## src/rtl/ladybird_bus_arbiter.sv

```systemverilog
// Shares the core memory bus between the L1 I-cache (id 0) and L1 D-cache (id 1), one transaction in flight.
// Define LADYBIRD_BUS_ARBITER_RR_EN for round-robin tie-breaking; otherwise D wins every tie.
module ladybird_bus_arbiter #(
    parameter int unsigned DATA_W = 32,
    parameter int unsigned ADDR_W = 32
) (
    input  logic                       clk,
    input  logic                       nrst,
    input  logic [1:0]                 s_req_valid,
    output logic [1:0]                 s_req_ready,
    input  logic [1:0][ADDR_W-1:0]     s_req_addr,
    input  logic [1:0][DATA_W-1:0]     s_req_wdata,
    input  logic [1:0][DATA_W/8-1:0]   s_req_wstrb,
    output logic [1:0]                 s_resp_valid,
    input  logic [1:0]                 s_resp_ready,
    output logic [DATA_W-1:0]          s_resp_data,
    output logic                       m_req_valid,
    input  logic                       m_req_ready,
    output logic                       m_req_id,
    output logic [ADDR_W-1:0]          m_req_addr,
    output logic [DATA_W-1:0]          m_req_wdata,
    output logic [DATA_W/8-1:0]        m_req_wstrb,
    input  logic                       m_resp_valid,
    output logic                       m_resp_ready,
    input  logic [DATA_W-1:0]          m_resp_data
);

    typedef enum logic [1:0] {
        IDLE = 2'd0,
        REQ  = 2'd1,
        RESP = 2'd2
    } state_t;

    state_t state;
    logic   grant;
    logic   any_req_c;
    logic   winner_c;

    assign any_req_c = |s_req_valid;
    assign m_req_id  = grant;

`ifdef LADYBIRD_BUS_ARBITER_RR_EN
    logic last_grant;

    // On a tie the requester that did not win last time goes next.
    assign winner_c = (&s_req_valid) ? ~last_grant : s_req_valid[1];

    always_ff @(posedge clk or negedge nrst) begin
        if (!nrst) begin
            last_grant <= 1'b1;
        end else if (state == IDLE && any_req_c) begin
            last_grant <= winner_c;
        end
    end
`else
    // Fixed priority: D wins whenever it is requesting.
    assign winner_c = s_req_valid[1];
`endif

    // Transaction sequencing and the latched downstream request.
    always_ff @(posedge clk or negedge nrst) begin
        if (!nrst) begin
            state       <= IDLE;
            grant       <= 1'b0;
            m_req_valid <= 1'b0;
            m_req_addr  <= '0;
            m_req_wdata <= '0;
            m_req_wstrb <= '0;
        end else begin
            case (state)
                IDLE: begin
                    if (any_req_c) begin
                        grant       <= winner_c;
                        m_req_addr  <= s_req_addr[winner_c];
                        m_req_wdata <= s_req_wdata[winner_c];
                        m_req_wstrb <= s_req_wstrb[winner_c];
                        m_req_valid <= 1'b1;
                        state       <= REQ;
                    end
                end
                REQ: begin
                    if (m_req_ready) begin
                        m_req_valid <= 1'b0;
                        state       <= RESP;
                    end
                end
                RESP: begin
                    if (m_resp_valid && m_resp_ready) begin
                        state <= IDLE;
                    end
                end
                default: begin
                    state <= IDLE;
                end
            endcase
        end
    end

    // Grant strobe in IDLE and zero-latency response routing to the owner in RESP.
    always_comb begin
        s_req_ready  = 2'b00;
        s_resp_valid = 2'b00;
        s_resp_data  = '0;
        m_resp_ready = 1'b0;
        case (state)
            IDLE: begin
                if (any_req_c) begin
                    s_req_ready[winner_c] = 1'b1;
                end
            end
            RESP: begin
                s_resp_valid[grant] = m_resp_valid;
                s_resp_data         = m_resp_data;
                m_resp_ready        = s_resp_ready[grant];
            end
            default: begin
            end
        endcase
    end

endmodule

```

## config.mk

```make
export PLATFORM = sky130hd
export DESIGN_NAME = ladybird_bus_arbiter
export DESIGN_NICKNAME = d
export VERILOG_FILES = /design/src/rtl/ladybird_bus_arbiter.sv
export SDC_FILE = /design/constraint.sdc
export NUM_CORES = 1
export LEC_CHECK = 0
export CORE_UTILIZATION = 29
export DETAILED_ROUTE_END_ITERATION = 6
export DONT_BUFFER_PORTS = 1
export PLACE_DENSITY = 0.4
export SLEW_MARGIN = 10
export SYNTH_ARGS = -nofsm -noshare
export SYNTH_HDL_FRONTEND = slang
export SYNTH_SLANG_ARGS = --single-unit
```

## constraint.sdc

```tcl
create_clock -name clk -period 3.8 [get_ports clk]
set_input_delay 0.76 -clock clk [delete_from_list [all_inputs] [get_ports clk]]
set_output_delay 0.76 -clock clk [all_outputs]
set_load 0.02 [all_outputs]
```

==> metrics.md, run 1 <==
| Metric | Value |
|---|---|
| Status | completed |
| Slew Limit Headroom | 66.5% |
| CTS buffer count | 9 |
| DRC Markers | 0 |
| Mean area per synthesized cell | 13.8 µm² |
| Setup TNS | 0 ns |
| GR Overflow Total | 0 |
| DR WL/cell | 18.5 µm |
| Setup WS post-layout | 1.54 ns |
| Pins Over Slew Limit | 0 |
| Final core utilization | 33.4% |
| Largest net degree at the start of global routing | 73 |
| First-pass GRT wire length | 12.7 mm |
| Vias in the first global route | 2240 |
| Synth cell types | 19 |
| Crit path launch | state[1] |
| Synth-to-Final Area Change | 10.6% |
| Ports | 283 |
| Vias/cell | 4.82 |
| Slowest stage cell on the critical path | dfrtp_1 |
| Setup crit start kind | register |
| Bufs on Longest Clock Path | 2 |
| Seq/Total Area, Yosys | 46.7% |
| Clock root cell | clkbuf_16 |
| Setup violators final | 0 |
| Crit-path cells | nor2b_1, buf_4, nand2_1, nor2_1 |
| Via count | 2170 |
| Die Span X | 117 µm |
| Hpwl dp | 5.91 mm |
| Warnings, synthesis | 0 |
| Total GRT Usage | 11.9% |
| Post-Route WL | 8.30 mm |
| Max H-tree Level | 3 |
| Total iterations of the first detailed-routing run | 4 |
| Syn Nets | 455 |
| Crit end category | output pin |
| Worst-Skew Late Latency | 0.32 ns |
| Hold buffer count at cts | 0 |
| Core box area | 12800 µm² |
| Post-place setup slack | 1.71 ns |
| Antenna cell count | 0 |
| RSZ-0062 raised after global routing | no |
| Initial core utilization | 30.2% |
| Final Wtd Congestion | 0.706 |
| PD cells | 903 nW/µm² |
| Max_cap viols | 0 |
| Hold Path Class | input pin to asynchronous set/reset pin |
| Mapped Cells | 279 |
| Antenna violations before repair | 0 |
| Static leakage | 1.75 nW |
| Remaining antenna violation count after routing | 0 |
| Crit Path Class | register to output pin |
| Clock Pin Slew Worst Setup and Hold Paths | 0.06 ns |
| Arrival time at the worst endpoint | 1.50 ns |
| Family with the most delay on the worst path | simple AND/OR/NAND/NOR gates |
| DR iter-0 viols | 95 |
| Layout Nets | 450 |
| Tot Pwr | 3.86 mW |
| Worst r2r src | state[1] |
| I/O Buffers | 0 |
| WP buf/inv | 1 |
| Fin crit share | 59.5% |
| F_max | 0.442 GHz |
| Share of layout cells above drive strength 1 | 55.4% |
| Final Hold Vio Count | 0 |
| Worst-Margin Slew | 0.502 ns |
| Post-layout min period | 2.26 ns |
| Die Y | 117 µm |
| Synthesized flop and latch total | 72 |
| CTS tree | done |
| CP peak stage delay | 0.40 ns |
| Clk sinks | 72 |
| Critical-path maximum fanout | 34 |
| # rows | 41 |
| Synth area leaders | dfrtp_1 (47%), mux2_2 (34%), mux2_4 (7.8%) |
| VDD IR max | 0.000356 V |
| Post-route clock skew | 0.00651 ns |
| Cell accounting for the most synthesized area | dfrtp_1 |
| Worst hold margin | 0.122 ns |
| Full die area | 13800 µm² |
| Post-CTS setup buffers | 0 |
| Worst EP required | 3.04 ns |
| Yosys top cell area share | 46.7% |
| Mapped Area | 3860 µm² |
| CTS resizes | 0 |
-- final cells by class --
type,instances,area [µm²]
clock buffers,10,239
clock inverters,5,56.3
fillers,1245,8500
multi-input cells,189,1930
flip-flops and latches,72,1800
well taps,172,215
repair buffers,2,27.5
-- routing by layer --
metal  part of all wire, %  vias to the layer above  track usage [%]
met5                     0                        -                0
met4                  0.99                        0             3.90
met3                    11                        8             5.69
met2                    50                      155             19.6
met1                    38                     1038             13.6
li1                      -                      969                -
-- per-stage QoR --
| stage | std cells | area, µm² |
|---|---|---|
| floorplan | 279 | 3860 |
| global placement | 435 | 3970 |
| detailed placement | 435 | 3970 |
| CTS | 450 | 4270 |
| global route | 450 | 4270 |
| finish | 450 | 4270 |
-- Yosys cell counts --
| cell | n |
|---|---|
| mux2_4 | 20 |
| dfrtp_1 | 72 |
| and3_1 | 1 |
| o21a_4 | 1 |
| nand2_1 | 4 |
| nor2_1 | 4 |
| and2_1 | 33 |
| buf_8 | 2 |
| nand3b_1 | 1 |
| o21ai_0 | 3 |
| buf_2 | 6 |
| nor2b_1 | 2 |
| clkbuf_1 | 4 |
| mux2_2 | 116 |
| nand2b_1 | 2 |
| mux2i_1 | 1 |
| buf_4 | 4 |
| buf_6 | 2 |
| a21o_1 | 1 |
-- worst register-to-register path, stage by stage (launching register included) --
cell and delay [ns]:
dfrtp_1 0.42, nor2_1 0.25, o21a_4 0.49, buf_12 0.32
mux2_2 0.40
-- worst paths after layout --
check	end	slack, ns	cells after the start
min in group clk	state[0]	0.54	1
max in group asynchronous	m_req_wdata[18]	3.56	0
worst min-delay path	m_req_addr[29]	0.12	0
worst max register to register	m_req_wdata[30]	1.81	4
worst max-delay path	s_resp_valid[0]	1.54	4
worst min register to register	state[0]	0.59	2
-- state kept, by name, summed over array words and instances, names as in the netlist --
signal       flops
m_req_addr      32
m_req_id         1
m_req_valid      1
m_req_wdata     32
m_req_wstrb      4
state            2
-- kinds of logic after synthesis --
logic type / share of synthesized area (%)
AO/OA/AOI/OAI: 0.973
buffers and inverters: 3.31
flip-flops: 46.7
multiplexers: 41.9
AND/OR/NAND/NOR: 7.13
-- power by group --
group	total, mW	internal, mW	switching, mW
registers	1.95	1.16	0.790
logic	1.06	0.628	0.430
clock network	0.845	0.522	0.322
total	3.86	2.31	1.54
-- placed cells by master, fill, tap and decap left out, drive strengths merged --
cell and instances:
mux2 136, dfrtp 72, and2 33, clkbuf 10, nor2 4, nand2 4, o21ai 3, nor2b 2
nand2b 2, clkinv 2, buf 2, mux2i 1, and3 1, o21a 1, nand3b 1, a21o 1
bufinv 1, clkinvlp 1, inv 1
(Power assumes the default switching activity.)
==> inputs of run 2 (changes only) <==
PLACE_DENSITY = 0.41   (was 0.4)
clock period = 1.9 ns   (was 3.8 ns; I/O delays follow)
==> run 2 against run 1 <==
The run now ends with hold timing left. Final area rose by 2.4%. Clock skew grew 0.0021 ns. Critical path type unchanged. Count of clock-buffer cells in the layout grew 1. Combinational power rose by 120%. Sequential share of layout area is 0.99 points lower. Hold slack worse by 0.39 ns. Critical path depth decreased by 1. Global-route usage up 0.47 points. Sequential power increased by 99%. Cell count rose by 1.3%. Largest power group unchanged. Register-to-register slack lost 1.6 ns. Die area unchanged.
==> metrics.md, run 2 (synthesis results as in run 1) <==
| Metric | Value |
|---|---|
| Remaining antenna violation count after routing | 0 (unchanged) |
| Max_cap viols | 0 (unchanged) |
| Core box area | 12800 µm² (unchanged) |
| Worst-Skew Late Latency | 0.34 ns (was 0.32 ns) |
| Die Span X | 117 µm (unchanged) |
| Combinational power share | 28.7% (was 27.4%) |
| DR WL/cell | 19.0 µm (was 18.5 µm) |
| GR Overflow Total | 0 (unchanged) |
| Ports | 283 (unchanged) |
| Failing checks | hold timing |
| Clock power share | 22.9% (was 21.9%) |
| Clock Pin Slew Worst Setup and Hold Paths | 0.06 ns (about the same) |
| Initial core utilization | 30.2% (unchanged) |
| Critical-path maximum fanout | 23 (was 34) |
| # rows | 41 (unchanged) |
| Post-route clock skew | 0.00860 ns (was 0.00651 ns) |
| Total iterations of the first detailed-routing run | 4 (unchanged) |
| Final core utilization | 34.2% (was 33.4%) |
| Arrival time at the worst endpoint | 1.41 ns (was 1.50 ns) |
| Layout Nets | 456 (was 450) |
| Via count | 2194 (was 2170) |
| Family with the most delay on the worst path | simple AND/OR/NAND/NOR gates (unchanged) |
| Setup crit start kind | register (unchanged) |
| CTS buffer count | 9 (unchanged) |
| Most common cell after layout, fill and taps aside | mux2_2 (unchanged) |
| Non-Filler Instances | 456 (was 450) |
| Crit Path Class | register to output pin (unchanged) |
| Switching power | 3.14 mW (was 1.54 mW) |
| First-pass GRT wire length | 12.8 mm (was 12.7 mm) |
| Bufs on Longest Clock Path | 2 (unchanged) |
| Crit end category | output pin (unchanged) |
| Worst EP required | 1.52 ns (was 3.04 ns) |
| Crit-path cells | nor2b_1, buf_4, and2_1 (was nor2b_1, buf_4, nand2_1, nor2_1) |
| Clock root cell | clkbuf_16 (unchanged) |
| Clk sinks | 72 (unchanged) |
| Largest net degree at the start of global routing | 73 (unchanged) |
| Final Wtd Congestion | 0.662 (was 0.706) |
| Static leakage | 1.81 nW (was 1.75 nW) |
| Synth-to-Final Area Change | 13.3% (was 10.6%) |
| Vias/cell | 4.81 (was 4.82) |
| CTS tree | done (unchanged) |
| I/O Buffers | 0 (unchanged) |
| Sequential power share | 48.4% (was 50.7%) |
| Internal Power | 4.88 mW (was 2.31 mW) |
| Status | complete, but fails checks (was completed) |
| Die Y | 117 µm (unchanged) |
| Slew Limit Headroom | 74.0% (was 66.5%) |
| Hold Path Class | input pin to asynchronous set/reset pin (unchanged) |
| Commonest non-fill, non-tap cells in the layout | mux2_2 (116), dfrtp_1 (72), and2_1 (29) (was mux2_2 (116), dfrtp_1 (72), and2_1 (33)) |
| Vias in the first global route | 2300 (was 2240) |
| Antenna cell count | 0 (unchanged) |
| F_max | 0.557 GHz |
| Slowest stage cell on the critical path | dfrtp_1 (unchanged) |
| Total GRT Usage | 12.4% (was 11.9%) |
| Regs by FF count | m_req_addr: 32 flops, m_req_wdata: 32 flops, m_req_wstrb: 4 flops (unchanged) |
| RSZ-0062 raised after global routing | no (unchanged) |
| Setup TNS | 0 ns (unchanged) |
| Fin crit share | 94.4% |
| Antenna violations before repair | 0 (unchanged) |
| Full die area | 13800 µm² (unchanged) |
| Post-Route WL | 8.66 mm (was 8.30 mm) |
| Share of layout cells above drive strength 1 | 57.7% (was 55.4%) |
| Placed cell count | 441 (was 435) |
| DR iter-0 viols | 54 (was 95) |
| WP buf/inv | 1 (unchanged) |
| Setup violators final | 0 (unchanged) |
| PD cells | 1840 nW/µm² (was 903 nW/µm²) |
| Max H-tree Level | 3 (unchanged) |
| Switching part of the total power | 39.2% (was 40.0%) |
| Worst hold margin | -0.265 ns (was 0.122 ns) |
| Final Hold Vio Count | 72 (was 0) |
| Pins Over Slew Limit | 0 (unchanged) |
| Hpwl dp | 6.25 mm (was 5.91 mm) |
| Worst-Margin Slew | 0.388 ns (was 0.502 ns) |
| VDD IR max | 0.000721 V (was 0.000356 V) |
| CP peak stage delay | 0.41 ns (was 0.40 ns) |
| Post-layout min period | 1.79 ns |
| DRC Markers | 0 (unchanged) |
-- run 2: changes by cell type in the layout (fill, tap and decap cells not counted), moves of 2 or more --
cell	before	now
clkinv_2	2	0
and2_1	33	29
buf_4	1	5
and2_2	0	4
buf_12	1	3
-- run 2: through the flow --
step / power [mW] / setup WS (ns) / instance area [µm²]
5_1_grt: 8.42 / 0.000360 / 4370
3_3_place_gp: 6.24 / 0.292 / 4040
3_5_place_dp: 6.24 / 0.259 / 4040
4_1_cts: 8.15 / 0.0702 / 4360
6_report: 8.03 / 0.106 / 4370
2_1_floorplan: 5.74 / 0.303 / 3860
-- run 2: power by group through the flow --
stage          Sequential, mW  Combinational, mW  Clock (mW)
4_1_cts                  3.90               2.34        1.91
3_5_place_dp             3.91               2.34           0
2_1_floorplan            3.70               2.04           0
3_3_place_gp             3.95               2.29           0
5_1_grt                  3.98               2.49        1.95
6_report                 3.88               2.31        1.84
-- run 2: area by class of cell --
class                   count  area (µm²)
clock buffers              11         243
flip-flops and latches     72        1800
clock inverters             4        77.6
repair buffers              8        97.6
multi-input cells         189        1940
fillers                  1255        8400
well taps                 172         215
-- run 2: path summary, 6_finish.rpt --
path | from | to | slack (ns) | cells past startpoint
min reg2reg | state[0] | state[0] | 0.59 | 2
max in group asynchronous | nrst | state[0] | 2.04 | 0
min in group clk | m_req_ready | state[0] | 0.15 | 1
min | nrst | m_req_addr[22] | -0.26 | 0
max reg2reg | state[1] | m_req_wdata[4] | 0.26 | 4
max | state[0] | s_resp_data[6] | 0.11 | 3
-- run 2: layer usage --
metal / up-vias / wire length (µm) / share of wire [%] / track usage [%]
li1: 978 / - / - / -
met1: 1049 / 3310 / 38 / 13.8
met2: 155 / 4290 / 49 / 20.4
met3: 12 / 875 / 10 / 4.38
met4: 0 / 188 / 2.2 / 7.31
met5: - / 0 / 0 / 0
-- run 2: what timing repair did --
| item | 4_1_cts | 5_1_grt |
|---|---|---|
| endpoints found under the setup margin | 0 | 6 |
| buffers inserted | 0 | 0 |
| hold endpoints to repair | 72 | 72 |
| resized for setup | 0 | 5 |
